<file path="config.mk">
export PLATFORM = sky130hd
export DESIGN_NAME = rpn_frame_loader
export DESIGN_NICKNAME = d
export VERILOG_FILES = /design/src/rtl/rpn_frame_loader.sv
export SDC_FILE = /design/constraint.sdc
export NUM_CORES = 1
export LEC_CHECK = 0
export CAP_MARGIN = 20
export CORE_MARGIN = 5
export CORE_UTILIZATION = 50
export DETAILED_ROUTE_END_ITERATION = 6
export DONT_BUFFER_PORTS = 1
export PLACE_DENSITY_LB_ADDON = 0.1
export SLEW_MARGIN = 30
export SYNTH_ARGS = -nofsm -noshare
export SYNTH_HDL_FRONTEND = slang
export SYNTH_SLANG_ARGS = --single-unit
</file>
<file path="constraint.sdc">
create_clock -name clk -period 6.8 [get_ports clk]
set_clock_uncertainty 0.15 [all_clocks]
set_input_delay 1.36 -clock clk [delete_from_list [all_inputs] [get_ports clk]]
set_output_delay 1.36 -clock clk [all_outputs]
set_load 0.1 [all_outputs]
</file>
<file path="src/rtl/rpn_frame_loader.sv">
// Byte-stream front end for the RPN calculator controller: takes a length-prefixed
// frame of little-endian 16-bit words, writes them into program memory, starts a
// run, waits for completion (or a timeout) and hands back the result with a status.
module rpn_frame_loader #(
  parameter int unsigned TIMEOUT = 65535
) (
  input  logic        clk,
  input  logic        nrst,
  input  logic [7:0]  in_data,
  input  logic        in_valid,
  output logic        in_ready,
  output logic [15:0] res_data,
  output logic [1:0]  res_err,
  output logic        res_valid,
  input  logic        res_ack,
  output logic        c_wr,
  output logic [9:0]  c_addr,
  output logic [15:0] c_datain,
  output logic        c_start,
  input  logic        c_ready,
  input  logic [15:0] c_out
);

  localparam int unsigned CntW = (TIMEOUT < 1) ? 1 : $clog2(TIMEOUT + 1);
  localparam logic [CntW-1:0] TimeoutCnt = CntW'(TIMEOUT);

  localparam logic [1:0] ErrOk      = 2'd0;
  localparam logic [1:0] ErrBadLen  = 2'd1;
  localparam logic [1:0] ErrTimeout = 2'd2;

  typedef enum logic [2:0] {
    StLen,
    StLoad,
    StStart,
    StWaitB,
    StRun,
    StDone
  } state_e;

  state_e            state_q, state_d;
  logic              phase_q, phase_d;  // 0: expecting low byte, 1: expecting high byte
  logic [7:0]        lo_q, lo_d;
  logic [10:0]       len_q, len_d;
  logic [10:0]       idx_q, idx_d;
  logic [CntW-1:0]   cnt_q, cnt_d;
  logic              wr_q, wr_d;
  logic [9:0]        addr_q, addr_d;
  logic [15:0]       datain_q, datain_d;
  logic              start_q, start_d;
  logic              rvalid_q, rvalid_d;
  logic [15:0]       rdata_q, rdata_d;
  logic [1:0]        rerr_q, rerr_d;

  logic              accept;
  logic [15:0]       word;

  // Bytes are only taken while the controller is idle; held low during reset.
  assign in_ready = nrst & c_ready & ((state_q == StLen) | (state_q == StLoad));
  assign accept   = in_valid & in_ready;
  assign word     = {in_data, lo_q};

  assign c_wr      = wr_q;
  assign c_addr    = addr_q;
  assign c_datain  = datain_q;
  assign c_start   = start_q;
  assign res_valid = rvalid_q;
  assign res_data  = rdata_q;
  assign res_err   = rerr_q;

  // Next-state and registered-output logic for the frame/run sequencer.
  always_comb begin
    state_d  = state_q;
    phase_d  = phase_q;
    lo_d     = lo_q;
    len_d    = len_q;
    idx_d    = idx_q;
    cnt_d    = cnt_q;
    wr_d     = 1'b0;
    addr_d   = addr_q;
    datain_d = datain_q;
    start_d  = 1'b0;
    rvalid_d = rvalid_q;
    rdata_d  = rdata_q;
    rerr_d   = rerr_q;

    case (state_q)
      StLen: begin
        if (accept) begin
          if (!phase_q) begin
            lo_d    = in_data;
            phase_d = 1'b1;
          end else begin
            phase_d = 1'b0;
            if ((word == 16'd0) || (word > 16'd1024)) begin
              rerr_d   = ErrBadLen;
              rdata_d  = 16'd0;
              rvalid_d = 1'b1;
              state_d  = StDone;
            end else begin
              len_d   = word[10:0];
              idx_d   = 11'd0;
              state_d = StLoad;
            end
          end
        end
      end
      StLoad: begin
        if (accept) begin
          if (!phase_q) begin
            lo_d    = in_data;
            phase_d = 1'b1;
          end else begin
            phase_d  = 1'b0;
            wr_d     = 1'b1;
            addr_d   = idx_q[9:0];
            datain_d = word;
            idx_d    = idx_q + 11'd1;
            if (idx_q == len_q - 11'd1) begin
              state_d = StStart;
            end
          end
        end
      end
      StStart: begin
        // The last write is on the bus this cycle; the start pulse follows it.
        start_d = 1'b1;
        state_d = StWaitB;
      end
      StWaitB: begin
        if (!c_ready) begin
          cnt_d   = '0;
          state_d = StRun;
        end
      end
      StRun: begin
        if (c_ready) begin
          rdata_d  = c_out;
          rerr_d   = ErrOk;
          rvalid_d = 1'b1;
          state_d  = StDone;
        end else if (cnt_q == TimeoutCnt) begin
          rdata_d  = 16'd0;
          rerr_d   = ErrTimeout;
          rvalid_d = 1'b1;
          state_d  = StDone;
        end else begin
          cnt_d = cnt_q + CntW'(1);
        end
      end
      StDone: begin
        if (res_ack) begin
          rvalid_d = 1'b0;
          phase_d  = 1'b0;
          state_d  = StLen;
        end
      end
      default: begin
        state_d = StLen;
      end
    endcase
  end

  // State and output registers with asynchronous active-low reset.
  always_ff @(posedge clk or negedge nrst) begin
    if (!nrst) begin
      state_q  <= StLen;
      phase_q  <= 1'b0;
      lo_q     <= 8'd0;
      len_q    <= 11'd0;
      idx_q    <= 11'd0;
      cnt_q    <= '0;
      wr_q     <= 1'b0;
      addr_q   <= 10'd0;
      datain_q <= 16'd0;
      start_q  <= 1'b0;
      rvalid_q <= 1'b0;
      rdata_q  <= 16'd0;
      rerr_q   <= 2'd0;
    end else begin
      state_q  <= state_d;
      phase_q  <= phase_d;
      lo_q     <= lo_d;
      len_q    <= len_d;
      idx_q    <= idx_d;
      cnt_q    <= cnt_d;
      wr_q     <= wr_d;
      addr_q   <= addr_d;
      datain_q <= datain_d;
      start_q  <= start_d;
      rvalid_q <= rvalid_d;
      rdata_q  <= rdata_d;
      rerr_q   <= rerr_d;
    end
  end

endmodule

</file>
======== Word-level counts from Yosys, hierarchy flattened ========
Index checks and enable logic that the tools add are counted.
cells by class
  $add $sub $neg .......................... 3
  multiply operators ...................... 0
  divide/modulo/power cells ............... 0
  magnitude comparators ................... 1
  equal/unequal tests ..................... 20
  shift operators ......................... 0
  muxes and demuxes ....................... 47
  bitwise logic cells ..................... 6
  reductions and logical operators ........ 18
operator list
  operator                                                                  number
  16-bit two-way mux                                                        8
  16-bit case mux with 2 select lines                                       2
  11-bit two-way mux                                                        5
  3-bit two-way mux                                                         10
  11-bit case mux with 2 select lines                                       1
  2-bit inequality test (second input constant)                             9
  3-bit case mux with 6 select lines                                        1
  16-bit by 1-bit adder with 16-bit output (second input constant)          1
  16-bit == test (second input constant)                                    1
  16-bit by 11-bit > comparator with 1-bit output (second input constant)   1
  16-bit zero test                                                          1
  1-bit two-way mux                                                         12
  6-bit AND reduction                                                       2
  11-bit by 1-bit adder with 11-bit output (second input constant)          1
  11-bit == test                                                            1
  11-bit by 1-bit subtractor with 11-bit output (second input constant)     1
  2-bit two-way mux                                                         5
  3-bit AND reduction                                                       3
  4-bit AND reduction                                                       2
  8-bit AND reduction                                                       1
  2-bit nonzero test                                                        4
  3-bit by 2-bit == test with 1-bit output (second input constant)          2
  3-bit == test (second input constant)                                     2
  2-bit by 1-bit inequality test with 1-bit output (second input constant)  3
  other kinds (13)                                                          16
storage, ports and cells
  register bits ........................... 97
  bits in latches ......................... 0
  memory bits (writable) .................. 0
  bits in read-only memories .............. 0
  input port bits ......................... 29
  logic and storage cells ................. 108
  memories ................................ 0

======== Logic depth before layout (Yosys ltp) ========
Gate-level depths: netlist of the first run.
  depth in word-level cells ............... 6
  mapped depth ............................ 8
  mapped depth without buffers ............ 8

======== Least setup slack after synthesis of the first run ========
OpenSTA, ideal clock, no wires.
  path type ............................... input-to-output
  start point ............................. input c_ready
  end point ............................... output in_ready
  data arrival time ....................... 2.241 ns
  slack ................................... 3.049 ns
  cell stages on the path ................. 1
  buffers on the path ..................... 0
  cell sequence ........................... and4bb_1
between the ends
  word-level cells in the longest chain between the ends .. 2
ends and longest elaborated chain
  item                            line  text
  from (decl)                     20    input logic c_ready,
  1-bit bitwise AND (2 in a row)  58    assign in_ready = nrst & c_ready & ((state_q == StLen) | (state_q == StLoad));
  to (decl)                       11    output logic in_ready,
Every way passes these cells.

======== Final worst setup path of the first run ========
  start point ............................. input nrst
  end point ............................... output in_ready
between the ends
  word-level cells in the longest chain between the ends .. 2
ends and longest elaborated chain
  item                            line  text
  from (decl)                     8     input logic nrst,
  1-bit bitwise AND (2 in a row)  58
Every way passes these cells.

==> flow_results.org, run 1 <==
** Placement
- Placed instance area :: roughly 4600 um^2
- Number of placed instances with taps included :: about 480
- Number of input and output port buffers inserted :: 0
- Summed over all nets, the half-perimeter wirelength after detailed placement is 5900 um.
- Global placer's final weighted congestion :: approximately 0.78

** Power and ir drop
- PwrDens :: approximately 480 nW/um^2
- The worst-case IR drop observed on VDD is 0.340 mV.
- Total power consumption of the routed design :: ~2.3 mW
- In this run the static leakage power is 2.12 nW.

** Worst setup path
- Along the worst path, the maximum fanout reaches about 100.
- Critical path's slowest cell :: and4bb_2
- Data on the critical path is required at its endpoint by approximately 5.3 ns.
- The number of buffers and inverters on the critical path is 0.
- Worst Setup Path Type :: in2out
- Arrival time at the worst endpoint :: between 2 and 2.5 ns
- The most critical setup path has its startpoint at nrst.
- In this design, the stage delay of the slowest critical-path cell is between 0.6 and 0.7 ns.
- STA classifies the critical path startpoint as a primary input.
- The worst setup path is captured at an output pin.
- The worst register-to-register path begins at state_q[2].
- Largest delay share family, worst path :: simple AND/OR/NAND/NOR gates
- The critical path goes through and4bb_2.

** Finish
- After routing the design area is 4740 um^2.
- Share of cells above drive strength 1 :: 18.9%
- Ant diodes :: 0
- Post-route non-filler standard cell count :: 495
- Final layout net count :: 414
- Fill cell count :: 774
- Area added between synthesis and finish :: 5.48%

** STA
- The worst pin sits at a relative slew slack of 35.1%.
- The worst path uses between 50% and 60% of the clock period.
- Final Hold Slack :: 0.363 ns
- Fin crit period :: between 3 and 4 ns
- Timing would allow up to about 0.28 GHz.
- Max-slew violation total from the final report :: 0
- Slew at the pin closest to its max-slew limit :: roughly 0.97 ns
- The number of failing hold endpoints at the final stage is 0.
- Total setup violations reported at the end of the flow :: 0
- Setup repair after global routing left no endpoint under its margin.
- Fin Setup TNS :: 0 ns

** Min path
- Path category of the worst min-delay check :: reg2reg
- The startpoint identified for the worst hold timing path is cnt_q[0].

** Route
- Dividing the detail-routed via count by the number of cells gives ~5.8.
- Total number of vias :: between 2000 and 3000
- Once detail routing completed, the nets flagged for antenna violations numbered 0.
- Total DRC errors in the routed layout :: 0
- Summed over all layers, the routed wires come to approximately 8600 um.
- Avg WL per Cell :: approximately 17 um
- The first detailed-routing pass took 4 iterations.
- For this block, the initial DRC count from the detailed router was around 130.

** Floorplan
- Measured along the x axis, the die boundary spans around 100 um.
- For this configuration, the core starts out at a cell density of between 50% and 60%.
- The floorplan step defined a core boundary enclosing between 8000 and 9000 um^2.
- The floorplan step defined a die boundary enclosing ~11000 um^2.
- The die is 105 um tall.
- In this run the core area contains 34 standard-cell rows.
- Number of placed I/O pins :: between 70 and 80

** Synthesis
- For this run, the leading register cell type out of synthesis is dfrtp_1.
- In this run, synthesis produced a sequential element count of just under 100.
- Avg Inst Size Synth :: around 12 um^2
- The synthesized netlist contains 51 unique library cells.
- When the netlist entered floorplanning its net count stood at 420.
- Yosys mapped a number of flops with a built-in enable equal to 0.
- Synth Cell Area :: ~4500 um^2
- The share of the Yosys chip area taken by registers is a little over half.
- Proportion of register bits with asynchronous set or reset after synthesis :: 100%
- After technology mapping, the gate count stands at around 390.
- Total number of yosys warnings :: 0

** Global route
- Antenna violations before repair :: 0
- Largest net degree at the start of global routing :: 100
- Global routing finished with a remaining overflow of 0.
- The first global-routing pass estimated 14700 um of wire.
- Via count of the first global-routing pass :: about 2900
- Across every metal layer, demand over resource in global routing totals ~16%.

** Clock tree
- After clock tree synthesis, the clock-pin slew on the worst setup and hold paths is approximately 0.10 ns.
- For this design, the CTS-stage hold fixing added 0 buffers.
- The tree is rooted in a clkbuf_8.
- Clock Latency Late Sink :: around 0.35 ns
- Buffers inserted during post-CTS setup optimization :: 0
- CTS tree :: built
- Cells resized by post-CTS repair :: 0
- Number of clock buffers inserted by TritonCTS :: 9
- In this run the deepest clock path goes through 2 buffers.
- H-Tree Depth :: 3
- The clock net in this run drives a total of slightly below 100 sinks.

** Outcome
- Status :: complete, no violations

** Flow run
- The tool flagged a number of max-cap violations equal to 0.
## cell families after synthesis
| group | share of synthesized area, % |
|---|---|
| adders and majority gates | 0.835 |
| muxes | 11.2 |
| xor gates and xnor gates | 7.20 |
| buffers and inverters | 2.59 |
| DFF | 54.0 |
| AOI/OAI and AO/OA | 7.98 |
| and+or+nand+nor | 16.2 |
## placed cells by master (no fill, tap or decap), types with 7 or more instances in the layout
cell,instances
a21oi_1,14
a22o_1,16
and3_1,7
clkbuf_8,10
dfrtp_1,97
mux2_2,41
nand2_1,15
nand3_1,12
nand4_1,18
nor2_1,36
o21ai_0,10
xnor2_1,15
xor2_1,22
## synth_stat cells (all sizes together) (2+ instances only)
master  count  area (um^2)
clkbuf      8         30.0
nand4      18          113
and3        8         50.1
buf        10         60.1
dfrtp      97         2430
nor2       36          135
inv         7         26.3
ha          3         37.5
nor4b       2         23.8
a21oi      14         70.1
nand2b      4         25.0
o21ai      11         58.8
a21o        2         16.3
o22ai       2         12.5
nand3b      2         15.0
or3         3         18.8
nand2      15         56.3
xnor2      15          131
mux2       43          484
mux2i       2         20.0
o211ai      2         20.0
xor2       22          193
nor4        5         43.8
nand3      12         60.1
or4         4         33.8
nor3        8         62.6
nor2b       6         37.5
a22o       16          140
## state kept, by name, summed over array words and instances (netlist names)
signal and cells:
c_addr 10, c_datain 16, c_start 1, c_wr 1
cnt_q 16, idx_q 11, len_q 11, lo_q 8
phase_q 1, res_data 16, res_err 2, res_valid 1
state_q 3
## final timing paths
| path | slack, ns | cells after the start | endpoint |
|---|---|---|---|
| setup / recovery | 3.23 | 1 | in_ready |
| hold / removal | 0.36 | 1 | cnt_q[0] |
| setup reg to reg | 4.03 | 6 | state_q[0] |
| hold reg to reg | 0.36 | 1 | cnt_q[0] |
| max in group asynchronous | 5.83 | 0 | res_valid |
| min in group asynchronous | 0.54 | 0 | c_datain[1] |
## per-stage QoR
stage	utilization (%)	worst slack, ns
2_1_floorplan	-	3.05
3_3_place_gp	52.0	2.97
3_5_place_dp	52.0	3.07
4_1_cts	54.1	3.21
5_1_grt	54.1	3.21
6_report	54.1	3.23
## where the power goes
part	internal, mW	total, mW	leakage, nW	switching (mW)
combinational	0.156	0.254	0.771	0.0985
sequential	0.710	1.65	1.27	0.940
clock	0.147	0.349	0.0859	0.202
## per-layer routing
metal,vias to the layer above,track usage [%],share of wire [%]
met5,-,0,0
met4,0,4.75,1.0
met3,6,4.19,6.8
met2,76,23.4,45
met1,1414,23.6,47
li1,1373,-,-
## cell type report
type                       count  area, um^2  area share, %
sequential                    97        2430           51.2
multi-input combinational    266        1960           41.4
clock buffer                  10         138           2.90
tap                          108         135           2.85
clock inverter                 6        48.8           1.03
inverter                       7        26.3          0.554
timing repair buffer           1        7.51          0.158
Note: power is estimated with default switching activity, not from simulation.
==> run 2: changes to the inputs <==
==> constraint.sdc (replaced) <==
create_clock -name clk -period 3 [get_ports clk]
set_clock_uncertainty 0.15 [all_clocks]
set_input_delay 0.6 -clock clk [delete_from_list [all_inputs] [get_ports clk]]
set_output_delay 0.6 -clock clk [all_outputs]
set_load 0.1 [all_outputs]
==> run 2 against run 1 <==
Core utilization grew 1.1 points. Largest power group unchanged. Routed wire length grew 6.9%. Combinational power increased by 150%. Non-clock buffer count increased by 11. Setup slack lost 2.7 ns. Sequential cell count stayed put. Via count rose by 2.4%. Worst hold slack worse by 0.36 ns. Highest routed layer unchanged. Sequential power grew 130%. Cell count rose by 2.2%. Global-route usage is 1.2 points higher. Die area unchanged. Critical endpoint is now state_q[0].
==> flow_results.org, run 2 (synthesized netlist as in run 1, its figures left out) <==
** Floorplan
- The core area was 8760 um^2 (unchanged).
- Die footprint :: 11000 um^2 (unchanged)
- The overall die height is 105 um (unchanged).
- Initial Utilization :: 51.3% (unchanged)
- The horizontal die dimension is 105 um (unchanged).
- Number of placed I/O pins :: 77 (unchanged)
- The number of placement rows is 34 (unchanged).

** Global route
- Wire length of the first global-routing pass :: 15700 um (was 14700 um)
- The sum of overflow across all layers after global routing was 0 (unchanged).
- The maximum number of pins on one net before global-route repair came to 98 (was 100).
- The via count of the first global-routing pass is 2976 (was 2876).
- Met1 track demand over resource in global routing :: 25.8% (was 23.6%)
- Routing layer with the top usage in global route :: met1 (unchanged)
- Antenna violations before repair :: 0 (unchanged)
- Total routing resource utilization after global routing :: 17.2% (was 16.0%)
- Met2 Usage GRT :: 24.7% (was 23.4%)
- Met3 global-route usage :: 4.81% (was 4.19%)

** STA
- Hold violation total from the final report :: 0 (unchanged)
- Total setup violations reported at the end of the flow :: 0 (unchanged)
- The worst path uses 83.5% of the clock period.
- The final hold slack came to 0.00178 ns (was 0.363 ns).
- For this run, the top clock speed supported by timing is around 0.4 GHz.
- The max-slew violation total from the final report is 0 (unchanged).
- Fin crit period :: between 2 and 3 ns
- Fin Setup TNS :: 0 ns (unchanged)
- The headroom to the max-slew limit was 38.6% (was 35.1%).
- Slew at the pin closest to its max-slew limit :: 0.921 ns (was 0.973 ns)
- Setup repair after global routing missed its margin :: false (unchanged)

** Power and ir drop
- Total power consumption of the routed design :: 5.19 mW (was 2.25 mW)
- PwrDens :: 1070 nW/um^2 (was 475 nW/um^2)
- Peak supply drop :: 0.929 mV (was 0.340 mV)
- The leakage power summed over all cells was 2.20 nW (was 2.12 nW).

** Worst setup path
- The depth of the most critical reg-to-reg path is 8 (was 6).
- Data required, critical path :: 3.10 ns (was 5.29 ns)
- The category of the worst setup path launch point is a register (was primary input).
- Critical path, cell by cell: inv_1, ha_1, nor3b_1, and2_0, or4b_4, o211ai_2, nand4b_1, nor4b_2 (was and4bb_2).
- The critical path buffer and inverter count came to 1 (was 0).
- The cell class contributing the biggest share of worst-path delay was simple AND/OR/NAND/NOR gates (unchanged).
- The arrival time reported for the critical path endpoint is 2.61 ns (was 2.06 ns).
- Maximum cell stage delay along the critical path :: 0.47 ns (was 0.66 ns)
- The reg-to-reg endpoint is state_q[0] (unchanged).
- Kind of end point of the critical path :: register (was output pin)
- Worst Path Max Fanout :: 4 (was 99)
- Startpoint of the worst-slack reg-to-reg timing path :: len_q[0] (was state_q[2])
- The setup slack of the worst register-to-register path came to 0.49 ns (was 4.03 ns).
- The classification of the worst setup path was reg2reg (was in2out).
- Critical path's slowest cell :: or4b_4 (was and4bb_2)

** Placement
- Placed instance area :: 4630 um^2 (was 4560 um^2)
- The count of buffers from port buffering came to 0 (unchanged).
- Detailed-placement wirelength estimate :: 6360 um (was 5900 um)
- The last weighted congestion value of the routability-driven placer came to 0.851 (was 0.782).

** Clock tree
- Clock slew at the register clock pins of the worst setup and hold paths :: 0.10 ns (about the same)
- Number of buffers on the longest clock path :: 2 (unchanged)
- The TritonCTS clock tree is built (unchanged).
- Clock Latency Late Sink :: 0.37 ns (was 0.35 ns)
- H-Tree Depth :: 3 (unchanged)
- Number of clock buffers inserted by TritonCTS :: 9 (unchanged)
- The cell at the root of the clock tree is clkbuf_8 (unchanged).
- The clock sink total came to 97 (unchanged).
- Buffers inserted during post-CTS setup optimization :: 0 (unchanged)

** Route
- Total number of vias :: 2938 (was 2869)
- Total DRC errors in the routed layout :: 0 (unchanged)
- The number of detailed-routing iterations run before antenna repair is 4 (unchanged).
- The routed length per placed instance was 18.2 um (was 17.4 um).
- Detail-routed via count per cell :: 5.81 (was 5.80)
- The routed wire length is 9190 um (was 8600 um).
- Post-DRT Antenna Nets :: 0 (unchanged)
- Starting DRC count in detailed routing :: 106 (was 125)

** Outcome
- Status :: complete, no violations (unchanged)

** Finish
- The antenna diode instance count is 0 (unchanged).
- The proportion of layout cells with a drive suffix above 1 is 20.6% (was 18.9%).
- The area of all placed cells without fillers came to 4840 um^2 (was 4740 um^2).
- Area added between synthesis and finish :: 7.71% (was 5.48%)
- The number of nets in the layout is 425 (was 414).
- Commonest cells after routing, fill and taps aside: 97 x dfrtp_1, 41 x mux2_2, 36 x nor2_1, 22 x xor2_1, 18 x nand4_1 (unchanged).
- Most frequent standard cell in the layout excluding fill and tap cells :: dfrtp_1 (unchanged)

** Min path
- The worst hold path class was in2async (was reg2reg).

** Flow run
- Max_cap viols :: 0 (unchanged)
[run 2: metal layers]
metal	part of all wire, %	wire [um]
met1	48	4430
met2	45	4130
met3	5.5	509
met4	1.3	116
met5	0	0
[run 2: repair_timing]
action | 4_1_cts | 5_1_grt
hold endpoints to repair | 97 | 0
gates resized for setup | 0 | 0
hold buffers | 1 | 0
[run 2: area by class of cell]
cell class | instances | area (um^2)
fill | 771 | 3920
inverter | 7 | 26.3
tap | 108 | 135
clock buffer | 9 | 124
sequential | 97 | 2430
timing repair buffer | 12 | 110
multi-input combinational | 266 | 1960
clock inverter | 7 | 61.3
[run 2: worst max-delay path by stage]
| stage | from | end | slack [ns] | depth (start not counted) |
|---|---|---|---|---|
| floorplan | c_ready | state_q[0] | 0.22 | 6 |
| global placement | in_data[5] | len_q[10] | 0.44 | 4 |
| detailed placement | in_data[5] | len_q[2] | 0.36 | 4 |
| CTS | len_q[0] | state_q[0] | 0.49 | 8 |
| global route | len_q[0] | state_q[0] | 0.27 | 8 |
| finish | len_q[0] | state_q[0] | 0.49 | 8 |
[run 2: power by group]
part	internal [mW]	switching, mW
logic	0.370	0.257
clock network	0.319	0.502
registers	1.61	2.13
[run 2: through the flow]
stage	instances	worst slack (ns)	util, %
after detailed placement	489	0.362	52.9
final	506	0.494	55.3
after CTS	506	0.493	55.3
after global placement	489	0.441	52.9
after global routing	506	0.266	55.3
after floorplan	388	0.224	-
==> run 3: changes to the inputs <==
==> constraint.sdc (replaced) <==
create_clock -name clk -period 2.5 [get_ports clk]
set_clock_uncertainty 0.15 [all_clocks]
set_input_delay 0.5 -clock clk [delete_from_list [all_inputs] [get_ports clk]]
set_output_delay 0.5 -clock clk [all_outputs]
set_load 0.1 [all_outputs]
==> run 3 against run 2 <==
Combinational power rose to 3.4 times the previous value. The run now ends with hold timing left. Critical path type unchanged. Worst hold slack got worse by 0.33 ns. Core utilization rose by 2.8 points. Sequential cell count did not move. Die area did not move. Highest routed layer unchanged. Cell area rose by 5.1%.
==> flow_results.org, run 3 (synthesized netlist as in run 1, its figures left out) <==
** Finish
- The sequential standard cell area was 2430 um^2 (unchanged).
- Fin area :: 5090 um^2 (was 4840 um^2)
- Final core utilization :: 58.1% (was 55.3%)
- Multi-input gate area in the final layout :: 1970 um^2 (was 1960 um^2)
- The count of filler cells inserted in the layout is 747 (was 771).
- The area growth from synthesis to layout is 13.2% (was 7.71%).
- The proportion of layout cells with a drive suffix above 1 came to 25.8% (was 20.6%).
- Final layout net count :: 450 (was 425)
- Ant diodes :: 0 (unchanged)
- Post-route non-filler standard cell count :: 531 (was 506)
- Commonest cells after routing, fill and taps aside: 97 x dfrtp_1, 41 x mux2_2, 36 x nor2_1, 34 x buf_4, 22 x xor2_1 (was 97 x dfrtp_1, 41 x mux2_2, 36 x nor2_1, 22 x xor2_1, 18 x nand4_1).
- Most frequent standard cell in the layout excluding fill and tap cells :: dfrtp_1 (unchanged)

** STA
- Ratio of final minimum period to clock period :: 90.9% (was 83.5%)
- Total setup violations reported at the end of the flow :: 0 (unchanged)
- Hold violation total from the final report :: 97 (was 0)
- The least setup slack across all paths after layout is 0.227 ns (was 0.494 ns).
- The headroom to the max-slew limit is 39.1% (was 38.6%).
- The final hold slack was -0.324 ns (was 0.00178 ns).
- Slew at the pin closest to its max-slew limit :: 0.914 ns (was 0.921 ns)
- The highest attainable clock frequency came to 0.440 GHz (was 0.399 GHz).
- Fin Setup TNS :: 0 ns (unchanged)
- Max-slew violation total from the final report :: 0 (unchanged)
- Setup repair after global routing missed its margin :: false (unchanged)
- The time the worst path needs with I/O delays and setup is 2.27 ns (was 2.51 ns).

** Placement
- Detailed-placement wirelength estimate :: 6550 um (was 6360 um)
- The number of cells in the design after placement was 515 (was 489).
- Place WS :: 0.0979 ns (was 0.362 ns)
- Number of input and output port buffers inserted :: 0 (unchanged)
- The last weighted congestion value of the routability-driven placer came to 0.845 (was 0.851).
- Placed instance area :: 4860 um^2 (was 4630 um^2)

** Worst setup path
- The classification of the worst setup path was reg2reg (unchanged).
- The category of the worst setup path launch point is a register (unchanged).
- Worst Path Buf+Inv :: 1 (unchanged)
- Critical path, cell by cell: inv_1, ha_1, nor3b_2, and2_0, or4b_4, o211ai_2, nand4b_1, nor4b_2 (was inv_1, ha_1, nor3b_1, and2_0, or4b_4, o211ai_2, nand4b_1, nor4b_2).
- Arrival time at the worst endpoint :: 2.36 ns (was 2.61 ns)
- Largest delay share family, worst path :: simple AND/OR/NAND/NOR gates (unchanged)
- The required time of the critical path came to 2.59 ns (was 3.10 ns).
- Critical path's slowest cell :: or4b_4 (unchanged)
- Maximum cell stage delay along the critical path :: 0.47 ns (about the same)
- Kind of end point of the critical path :: register (unchanged)
- The highest net fanout along the worst path is 4 (unchanged).

** Floorplan
- Area of the core :: 8760 um^2 (unchanged)
- The initial standard-cell utilization of the core is 51.3% (unchanged).
- Row count :: 34 (unchanged)
- The die area was 11000 um^2 (unchanged).
- The overall die height came to 105 um (unchanged).
- The I/O pin count was 77 (unchanged).
- Horizontal extent of the die :: 105 um (unchanged)

** Power and ir drop
- The highest ir drop seen on vdd is 0.960 mV (was 0.929 mV).
- Combinational group share of total power :: 32.7% (was 12.1%)
- Switching fraction of total power :: 51.9% (was 55.7%)
- PwrDens :: 1300 nW/um^2 (was 1070 nW/um^2)
- Total power consumption of the routed design :: 6.61 mW (was 5.19 mW)
- The leakage power summed over all cells came to 2.35 nW (was 2.20 nW).
- The internal portion of total power is 3.18 mW (was 2.30 mW).
- The register share of total power came to 50.2% (was 72.1%).
- Net load switching power :: 3.43 mW (was 2.89 mW)
- The clock group share of total power was 17.1% (was 15.8%).

** Route
- The total number of vias is 3040 (was 2938).
- The number of nets with antenna violations after detailed routing was 0 (unchanged).
- Total DRC errors in the routed layout :: 0 (unchanged)
- Starting DRC count in detailed routing :: 123 (was 106)
- TritonRoute pass-1 iters :: 4 (unchanged)
- The number of vias per cell came to 5.73 (was 5.81).
- Total Routed Length :: 9130 um (was 9190 um)
- Avg WL per Cell :: 17.2 um (was 18.2 um)

** Global route
- Via count of the first global-routing pass :: 3066 (was 2976)
- The sum of overflow across all layers after global routing came to 0 (unchanged).
- The combined global-route utilization of all metal layers came to 17.3% (was 17.2%).
- The global-route wire length before repair came to 15900 um (was 15700 um).
- The maximum number of pins on one net before global-route repair came to 100 (was 98).
- The initial antenna violation count was 0 (unchanged).

** Clock tree
- Number of buffers on the longest clock path :: 2 (unchanged)
- The clock insertion delay at the later pin of the skew report was 0.36 ns (was 0.37 ns).
- CTS Sinks :: 97 (unchanged)
- Clk root buf :: clkbuf_8 (unchanged)
- The clock transition at the register clock pins on the worst setup and hold paths after CTS is 0.09 ns (was 0.10 ns).
- The buffer count from post-CTS setup fixing is 0 (unchanged).
- CTS tree :: built (unchanged)
- The number of H-tree levels is 3 (unchanged).
- Number of clock buffers inserted by TritonCTS :: 9 (unchanged)

** Min path
- The worst hold path class is in2async (unchanged).

** Flow run
- Max_cap viols :: 0 (unchanged)

** Outcome
- Status: complete, but fails checks (was complete, no violations).
- Failing checks :: hold timing
[run 3: changes by cell type in the layout (fill, tap and decap cells not counted)]
cell / delta
nor3b_2: +1
and4bb_1: -1
buf_16: -1
nor3b_1: -1
buf_12: +3
inv_8: -2
bufinv_16: +2
buf_4: +23
clkinv_4: -1
inv_6: +1
and4bb_2: +1
[run 3: cell type report]
class	instances	share of cell area, %
Clock inverter	7	1.94
Tap cell	108	2.65
Inverter	7	0.516
Sequential cell	97	47.7
Multi-Input combinational cell	266	38.6
Timing Repair Buffer	37	6.19
Clock buffer	9	2.43
[run 3: worst paths after layout]
kind / start / to / slack, ns / cells past startpoint
worst min-delay path: nrst / c_addr[8] / -0.32 / 0
worst min register to register: cnt_q[0] / cnt_q[0] / 0.37 / 1
worst max-delay path: len_q[1] / state_q[0] / 0.23 / 8
worst max register to register: len_q[1] / state_q[0] / 0.23 / 8
max in group asynchronous: nrst / res_valid / 2.39 / 0
min in group clk: c_out[14] / res_data[14] / 0.11 / 1
[run 3: power by group through the flow]
| stage | clock, mW | combinational, mW | sequential, mW |
|---|---|---|---|
| 2_1_floorplan | 0 | 0.678 | 4.35 |
| 3_3_place_gp | 0 | 2.16 | 3.35 |
| 3_5_place_dp | 0 | 2.18 | 3.36 |
| 4_1_cts | 1.15 | 2.18 | 3.33 |
| 5_1_grt | 1.23 | 2.27 | 3.38 |
| 6_report | 1.13 | 2.16 | 3.32 |
[run 3: what timing repair did]
action,4_1_cts,5_1_grt
gates resized for setup,0,1
hold endpoints to repair,97,97
setup endpoints to repair,0,2
[run 3: metal layers]
| metal | wire length, um | vias up | GRT usage (%) |
|---|---|---|---|
| li1 | - | 1444 | - |
| met1 | 4250 | 1513 | 24.7 |
| met4 | 121 | 0 | 4.29 |
| met2 | 4200 | 71 | 26.2 |
| met5 | 0 | - | 0 |
| met3 | 565 | 12 | 5.06 |
